--- config.mk ---
export PLATFORM = sky130hd
export DESIGN_NAME = decompose_l6
export DESIGN_NICKNAME = d
export VERILOG_FILES = /design/src/rtl/decompose_l6.sv
export SDC_FILE = /design/constraint.sdc
export NUM_CORES = 1
export LEC_CHECK = 0
export ABC_AREA = 1
export BUFFER_PORTS_ARGS = -buffer_cell sky130_fd_sc_hd__buf_2
export CAP_MARGIN = 10
export CORE_MARGIN = 10
export CORE_UTILIZATION = 35
export CTS_BUF_LIST = sky130_fd_sc_hd__clkbuf_4 sky130_fd_sc_hd__clkbuf_8
export DETAILED_ROUTE_END_ITERATION = 6
export MAX_ROUTING_LAYER = met4
export PLACE_DENSITY = 0.95
export SLEW_MARGIN = 25
export SYNTH_ARGS = -nofsm -noshare
export SYNTH_HDL_FRONTEND = slang
export SYNTH_SLANG_ARGS = --single-unit
--- constraint.sdc ---
create_clock -name clk -period 2.7 [get_ports clk]
set_clock_uncertainty 0.2 [all_clocks]
set_input_delay 0 -clock clk [delete_from_list [all_inputs] [get_ports clk]]
set_output_delay 0 -clock clk [all_outputs]
set_load 0.05 [all_outputs]
--- src/rtl/decompose_l6.sv ---
// decompose_l6: level-6 sym4 analysis stage. Filters the a5 stream with the
// 8-tap low/high decomposition filters and decimates by 2 into a6/d6 pairs.
// Ports:
//   clk, rst (sync, active-high)
//   din_valid, a5_in      : input sample stream, accepted whenever din_valid=1
//   dout_valid            : one-cycle pulse, a6_out/d6_out carry a new pair
//   a6_out, d6_out        : approximation/detail coefficients, held between pulses
//   settled               : 8 samples accepted since reset (window free of reset zeros)
module decompose_l6 #(
    parameter int INTERNAL_WIDTH = 48,
    parameter int COEF_WIDTH     = 25,
    parameter int COEF_FRAC      = 23,
    parameter logic signed [COEF_WIDTH-1:0] DEC_LO0 = '0,
    parameter logic signed [COEF_WIDTH-1:0] DEC_LO1 = '0,
    parameter logic signed [COEF_WIDTH-1:0] DEC_LO2 = '0,
    parameter logic signed [COEF_WIDTH-1:0] DEC_LO3 = '0,
    parameter logic signed [COEF_WIDTH-1:0] DEC_LO4 = '0,
    parameter logic signed [COEF_WIDTH-1:0] DEC_LO5 = '0,
    parameter logic signed [COEF_WIDTH-1:0] DEC_LO6 = '0,
    parameter logic signed [COEF_WIDTH-1:0] DEC_LO7 = '0,
    parameter logic signed [COEF_WIDTH-1:0] DEC_HI0 = '0,
    parameter logic signed [COEF_WIDTH-1:0] DEC_HI1 = '0,
    parameter logic signed [COEF_WIDTH-1:0] DEC_HI2 = '0,
    parameter logic signed [COEF_WIDTH-1:0] DEC_HI3 = '0,
    parameter logic signed [COEF_WIDTH-1:0] DEC_HI4 = '0,
    parameter logic signed [COEF_WIDTH-1:0] DEC_HI5 = '0,
    parameter logic signed [COEF_WIDTH-1:0] DEC_HI6 = '0,
    parameter logic signed [COEF_WIDTH-1:0] DEC_HI7 = '0
) (
    input  logic                             clk,
    input  logic                             rst,
    input  logic                             din_valid,
    input  logic signed [INTERNAL_WIDTH-1:0] a5_in,
    output logic                             dout_valid,
    output logic signed [INTERNAL_WIDTH-1:0] a6_out,
    output logic signed [INTERNAL_WIDTH-1:0] d6_out,
    output logic                             settled
);

    localparam int PW = INTERNAL_WIDTH + COEF_WIDTH;
    localparam int SW = PW + 3;

    localparam logic signed [COEF_WIDTH-1:0] LO [8] = '{
        DEC_LO0, DEC_LO1, DEC_LO2, DEC_LO3,
        DEC_LO4, DEC_LO5, DEC_LO6, DEC_LO7
    };
    localparam logic signed [COEF_WIDTH-1:0] HI [8] = '{
        DEC_HI0, DEC_HI1, DEC_HI2, DEC_HI3,
        DEC_HI4, DEC_HI5, DEC_HI6, DEC_HI7
    };

    logic signed [INTERNAL_WIDTH-1:0] tap [8];
    logic                             ph;
    logic [3:0]                       cnt;
    logic                             v1, v2, v3;
    logic signed [PW-1:0]             prod_lo [8];
    logic signed [PW-1:0]             prod_hi [8];
    logic signed [SW-1:0]             acc_lo, acc_hi;
    logic signed [SW-1:0]             sum_lo, sum_hi;

    // Floor shift by COEF_FRAC, keeping only the low INTERNAL_WIDTH bits.
    function automatic logic signed [INTERNAL_WIDTH-1:0] scale(
        input logic signed [SW-1:0] s
    );
        return s[COEF_FRAC+INTERNAL_WIDTH-1:COEF_FRAC];
    endfunction

    // Tap line, pair phase and sample counter. A sample arriving while
    // ph==1 completes a pair and launches a computation (v1).
    always_ff @(posedge clk) begin
        if (rst) begin
            for (int k = 0; k < 8; k++) tap[k] <= '0;
            ph  <= 1'b0;
            cnt <= 4'd0;
            v1  <= 1'b0;
        end else begin
            v1 <= din_valid & ph;
            if (din_valid) begin
                tap[0] <= a5_in;
                for (int k = 1; k < 8; k++) tap[k] <= tap[k-1];
                ph <= ~ph;
                if (cnt != 4'd8) cnt <= cnt + 4'd1;
            end
        end
    end

    assign settled = (cnt == 4'd8);

    // Pipeline valids: taps -> products -> sums -> outputs.
    always_ff @(posedge clk) begin
        if (rst) begin
            v2 <= 1'b0;
            v3 <= 1'b0;
        end else begin
            v2 <= v1;
            v3 <= v2;
        end
    end

    // Full-precision products; data path runs every cycle.
    always_ff @(posedge clk) begin
        for (int k = 0; k < 8; k++) begin
            prod_lo[k] <= PW'(tap[k]) * PW'(LO[k]);
            prod_hi[k] <= PW'(tap[k]) * PW'(HI[k]);
        end
    end

    // Three guard bits cover the growth of an 8-term sum.
    always_comb begin
        acc_lo = '0;
        acc_hi = '0;
        for (int k = 0; k < 8; k++) begin
            acc_lo = acc_lo + SW'(prod_lo[k]);
            acc_hi = acc_hi + SW'(prod_hi[k]);
        end
    end

    always_ff @(posedge clk) begin
        sum_lo <= acc_lo;
        sum_hi <= acc_hi;
    end

    always_ff @(posedge clk) begin
        if (rst) begin
            dout_valid <= 1'b0;
            a6_out     <= '0;
            d6_out     <= '0;
        end else begin
            dout_valid <= v3;
            if (v3) begin
                a6_out <= scale(sum_lo);
                d6_out <= scale(sum_hi);
            end
        end
    end

endmodule

==> flow_summary_export.csv, run 1 <==
group,metric,value,unit
cts,cts_buffers,3,
die,ioPinCount,149,
global_route,antenna_found_initial,0,
drt,vias,544,
finish,final_common_cell,"conb_1",
drt,routed_via_density,2.75,
power_and_ir_drop,power,574,uW
worst_setup_path,worstSetupStartpointType,"flip-flop",
cts,clock-sinks,9,
finish,drive_gt1_share,8.44,%
placed_design,globalplace.congestion,0.639,
placed_design,portBuffers,4,
finish,multi_input_area,523,um^2
cts,cts_buffer_depth,2,
worst_setup_path,arrival,1.30,ns
yosys,syn_avg_cell_area,7.62,um^2
worst_setup_path,critPathMaxFanout,5,
global_route,first_global_vias,609,
worst_hold_path,hold_path_class,"reg2reg",
yosys,synth-seq-cells,9,
sta,tns,0,ns
worst_setup_path,startpoint,"cnt[0]",
outcome,status,"finished clean",
sta,period_share,55.7,%
global_route,globalRouteOverflowTotal,0,
drt,post_drt_wl_per_cell,9.32,um
die,design.core.area,3050,um^2
power_and_ir_drop,ir_worst_vdd,0.143,mV
worst_setup_path,r2r_setup_slack,1.41,ns
worst_setup_path,reg2reg_to,"cnt[1]",
yosys,synthArstFlopShare,0,%
sta,finalMaxSlewViolations,0,
placed_design,hpwl,1760,um
worst_setup_path,cp_cell_sequence,"inv_1 > ha_1 > nand3_2 > inv_1 > buf_2",
sta,hold_violations,0,
finish,area_growth,-22.5,%
worst_setup_path,max_stage_delay,0.40,ns
worst_setup_path,crit_end,"settled",
drt,drt_iter0_markers,28,
cts,htree_levels,1,
worst_setup_path,crit_type,"reg2out",
die,initial_core_util,36.4,%
cts,clkTransAtPathRegs,0.06,ns
yosys,syn_inst,146,
worst_setup_path,crit_required,2.50,ns
cts,cts_tree,"done",
finish,postLayoutCoreUtil,28.2,%
die,die_h,76.4,um
worst_setup_path,r2r-start,"cnt[0]",
cts,postCtsSetupBuffers,0,
finish,fill_cells,353,
global_route,track_usage,5.77,%
sta,min_period,1.50,ns
cts,cts_resized,0,
job,drv_cap,0,
yosys,yosysSeqAreaShare,16.2,%
drt,drt_pass1_iterations,2,
finish,n_antenna_cell,0,
worst_setup_path,worstRegToRegCells,6,
worst_setup_path,worstSetupEndpointType,"output port",
sta,rsz0062_at_grt,"false",
die,die_area,5830,um^2
global_route,grt_first_pass_wirelength,2740,um
sta,fmax,0.665,GHz
worst_setup_path,crit_path_top_delay_cell,"dfxtp_1",
die,rows,20,
power_and_ir_drop,p_per_area,665,nW/um^2
yosys,synth.distinct_cells,16,
yosys,syn-cell-area,1110,um^2
finish,layout_common_cells,"96 x conb_1, 9 x nor2_1, 9 x dfxtp_1, 8 x nand2_1, 7 x inv_1",
cts,clk_latency,0.26,ns
drt,ant_nets,0,
sta,setup_violations,0,
drt,routed_wl,1850,um
global_route,grt_max_degree,11,
worst_setup_path,cp_common_cell,"inv_1",
finish,regArea,180,um^2
yosys,synth_edf_count,0,
cts,clock-root-buffer,"clkbuf_4",
sta,hold_ws,0.208,ns
finish,fin_nets,208,
yosys,synth_warnings,0,
power_and_ir_drop,power_leakage,0.528,nW
die,die_width,76.4,um
yosys,synth_flop_cell,"dfxtp_1",
drt,drc,0,
flip-flops by register name, summed over array words and instances (netlist names):
register	flops
v1	1
ph	1
cnt	4
v2	1
dout_valid	1
v3	1
synth_stat cells (2+ instances only):
| cell type | instances | share of area (%) |
|---|---|---|
| inv_1 | 7 | 2.4 |
| nor2_1 | 9 | 3.0 |
| dfxtp_1 | 9 | 16 |
| nand3_1 | 3 | 1.3 |
| a21oi_1 | 3 | 1.3 |
| nand2_1 | 8 | 2.7 |
| inv_2 | 2 | 0.68 |
| ha_1 | 2 | 2.2 |
| buf_4 | 96 | 65 |
what timing repair did:
action | in CTS | in global routing
hold buffers | 2 | 0
setup endpoints to repair | 0 | 0
endpoints found under the hold margin | 9 | 0
through the flow:
step / cell area, um^2 / worst slack, ns / cells
after CTS: 862 / 1.18 / 198
after detailed placement: 812 / 1.42 / 192
after global placement: 812 / 1.47 / 192
final: 862 / 1.20 / 198
after floorplan: 1470 / 1.51 / 241
after global routing: 862 / 1.11 / 198
metal layers:
layer  track usage (%)  share of wire [%]
met5                 -                  0
met4              2.23               0.43
met3              5.07                 18
met2              9.69                 50
met1              4.35                 32
worst max-delay path, delay by kind of cell, from the launching register on:
kind	cells	cell delay, ns
and+or+nand+nor	1	0.12
DFF	1	0.40
buffers and inverters	3	0.30
adders and majority gates	1	0.22
worst min path at each step:
stage	startpoint	to	cells past startpoint
5_1_grt	v2	v3	2
3_3_place_gp	rst	v2	2
2_1_floorplan	rst	dout_valid	1
6_report	v2	v3	2
4_1_cts	v2	v3	2
3_5_place_dp	rst	dout_valid	2
layout make-up:
| class | count | area share (%) |
|---|---|---|
| inverters | 9 | 3.92 |
| well taps | 44 | 6.39 |
| repair buffers | 6 | 4.64 |
| flip-flops and latches | 9 | 20.9 |
| clock buffers | 4 | 3.48 |
| multi-input cells | 126 | 60.7 |
where the power goes:
group | internal [mW] | leakage, nW | switching [mW]
Clock | 0.0668 | 0.0184 | 0.0444
Sequential | 0.138 | 0.0735 | 0.00442
Combinational | 0.0101 | 0.436 | 0.310
Total | 0.215 | 0.528 | 0.359
cell families after synthesis:
family,after synthesis,synth area share [%]
buf+inv,106,68.8
simple gates,23,10.0
flops,9,16.2
compound gates,5,2.36
fa+ha+maj,2,2.25
other cells,1,0.337
Power figures use the tool's default switching activity.
==> run 2, diff against run 1 <==
--- a/config.mk
+++ b/config.mk
@@ -9,11 +9,11 @@
 export BUFFER_PORTS_ARGS = -buffer_cell sky130_fd_sc_hd__buf_2
 export CAP_MARGIN = 10
 export CORE_MARGIN = 10
-export CORE_UTILIZATION = 35
+export CORE_UTILIZATION = 29
 export CTS_BUF_LIST = sky130_fd_sc_hd__clkbuf_4 sky130_fd_sc_hd__clkbuf_8
 export DETAILED_ROUTE_END_ITERATION = 6
 export MAX_ROUTING_LAYER = met4
-export PLACE_DENSITY = 0.95
+export PLACE_DENSITY = 0.89
 export SLEW_MARGIN = 25
 export SYNTH_ARGS = -nofsm -noshare
 export SYNTH_HDL_FRONTEND = slang
==> constraint.sdc (replaced) <==
create_clock -name clk -period 1.3 [get_ports clk]
set_clock_uncertainty 0.2 [all_clocks]
set_input_delay 0 -clock clk [delete_from_list [all_inputs] [get_ports clk]]
set_output_delay 0 -clock clk [all_outputs]
set_load 0.05 [all_outputs]
==> run 2 against run 1 <==
Net effect: clock power rose to 3.0 times the previous value; via count rose by 4.2%; die area rose by 15%; largest cell class unchanged; worst hold slack got worse by 0.0083 ns; total power rose by 130%; critical path type unchanged; sequential cell count did not move; highest routed layer unchanged; combinational power rose by 110%; final area rose by 8.0%.
==> flow_summary_export.csv, run 2 (same netlist as run 1, synthesis figures left out) <==
group,metric,value,unit
outcome,status,"finished clean",
worst_hold_path,hold_path_class,"reg2reg",
cts,clock-sinks,9,
power_and_ir_drop,power_frac_seq,22.7,%
cts,clock-root-buffer,"clkbuf_8",
worst_setup_path,crit_required,1.10,ns
finish,largest_register_ffs,4,
worst_setup_path,arrival,1.07,ns
power_and_ir_drop,clkPwrFrac,25.7,%
worst_setup_path,critPathMaxFanout,4,
sta,rsz0062_at_grt,"true",
power_and_ir_drop,pwr-share-comb,51.7,%
drt,vias,567,
worst_setup_path,worstSetupStartpointType,"flip-flop",
power_and_ir_drop,switching_share,57.9,%
worst_setup_path,crit_type,"reg2out",
global_route,grt_max_degree,11,
die,die_width,81.9,um
finish,n_antenna_cell,0,
power_and_ir_drop,ir_worst_vdd,0.551,mV
sta,min_period,1.27,ns
power_and_ir_drop,internal_power,554,uW
finish,final_area,931,um^2
placed_design,placed_cell_area,817,um^2
placed_design,dp.cells,196,
power_and_ir_drop,p_per_area,1410,nW/um^2
drt,drt_pass1_iterations,3,
die,die_h,81.9,um
power_and_ir_drop,power_leakage,0.549,nW
power_and_ir_drop,power,1.31,mW
sta,finalMaxSlewViolations,0,
worst_setup_path,cp_cell_sequence,"inv_2 > ha_2 > nand3_2 > inv_2 > buf_8",
worst_setup_path,worstSetupEndpointType,"output port",
finish,layout_common_cells,"96 x conb_1, 9 x nor2_1, 8 x nand2_1, 7 x dfxtp_1, 5 x inv_1",
sta,setup_violations,0,
die,die_area,6710,um^2
global_route,track_usage,4.40,%
drt,routed_wl,1920,um
die,design.core.area,3690,um^2
finish,fill_cells,436,
finish,area_growth,-16.3,%
global_route,antenna_found_initial,0,
die,rows,22,
sta,period_share,97.4,%
placed_design,dpl_worst_slack,0.0336,ns
worst_setup_path,crit_family,"flip-flops",
cts,cts_buffer_depth,2,
cts,cts_buffers,3,
finish,regMostFlops,"cnt",
drt,drc,0,
power_and_ir_drop,power_switching,760,uW
worst_setup_path,max_stage_delay,0.33,ns
placed_design,portBuffers,4,
finish,final_common_cell,"conb_1",
worst_setup_path,crit_path_top_delay_cell,"dfxtp_2",
global_route,grt_first_pass_wirelength,2260,um
placed_design,hpwl,1710,um
die,ioPinCount,149,
cts,htree_levels,1,
finish,fin_cells,205,
sta,hold_ws,0.200,ns
sta,finalWorstSetupSlack,0.0343,ns
drt,ant_nets,0,
drt,drt_iter0_markers,8,
cts,clk_latency,0.23,ns
global_route,first_global_vias,528,
placed_design,globalplace.congestion,0.619,
worst_setup_path,cp_common_cell,"inv_2",
drt,post_drt_wl_per_cell,9.39,um
worst_setup_path,path_buf_inv,3,
cts,clkTransAtPathRegs,0.04,ns
finish,drive_gt1_share,14.6,%
global_route,globalRouteOverflowTotal,0,
drt,routed_via_density,2.77,
finish,fin_nets,211,
job,drv_cap,0,
sta,hold_violations,0,
die,initial_core_util,30.2,%
sta,fmax,0.790,GHz
cts,cts_tree,"done",
## run 2: cell types whose count changed in the layout (fill, tap and decap cells not counted), sizes merged
| cell | change |
|---|---|
| buf | +3 |
## run 2: repair_timing
item / CTS / global route
setup buffers: 2 / 1
resized for setup: 4 / 6
hold buffers: 2 / 0
endpoints found under the hold margin: 9 / 0
gates cloned: 0 / 0
setup endpoints to repair: 1 / 3
pin swaps: 1 / 0
## run 2: area by class of cell
cell class,count,area [um^2],area share (%)
Multi-Input combinational cell,126,533,57.3
Sequential cell,9,183,19.6
Timing Repair Buffer,9,72.6,7.80
Tap cell,48,60.1,6.45
Clock buffer,4,48.8,5.24
Inverter,9,33.8,3.63
## run 2: worst min-delay path, stage by stage, from the launching register on
cell     delay (ns)
dfxtp_1        0.29
inv_1          0.04
nor2_1         0.03
## run 2: per-layer routing
| layer | vias to the layer above | track usage [%] | routed length (um) |
|---|---|---|---|
| met5 | - | - | 0 |
| met4 | 0 | 1.53 | 7 |
| met3 | 2 | 2.29 | 381 |
| met2 | 55 | 8.70 | 958 |
| met1 | 240 | 3.23 | 577 |
| li1 | 270 | - | - |
## run 2: power by group through the flow
stage          combinational, mW  sequential [mW]  clock [mW]
3_5_place_dp               0.642            0.302           0
2_1_floorplan              0.862            0.301           0
5_1_grt                    0.702            0.299       0.367
6_report                   0.679            0.298       0.337
4_1_cts                    0.652            0.296       0.351
3_3_place_gp               0.640            0.301           0
## run 2: stage by stage
| step | setup TNS (ns) | utilization, % |
|---|---|---|
| 6_report | 0 | 25.2 |
| 5_1_grt | -0.0170 | 25.2 |
| 4_1_cts | 0 | 24.7 |
| 3_5_place_dp | 0 | 22.2 |
| 3_3_place_gp | 0 | 22.2 |
| 2_1_floorplan | 0 | - |
## run 2: final timing paths
path / startpoint / to / slack, ns / cells after the start
setup / recovery: cnt[1] / settled / 0.03 / 5
hold / removal: v1 / v2 / 0.20 / 2
setup reg to reg: cnt[1] / cnt[1] / 0.04 / 6
hold reg to reg: v1 / v2 / 0.20 / 2
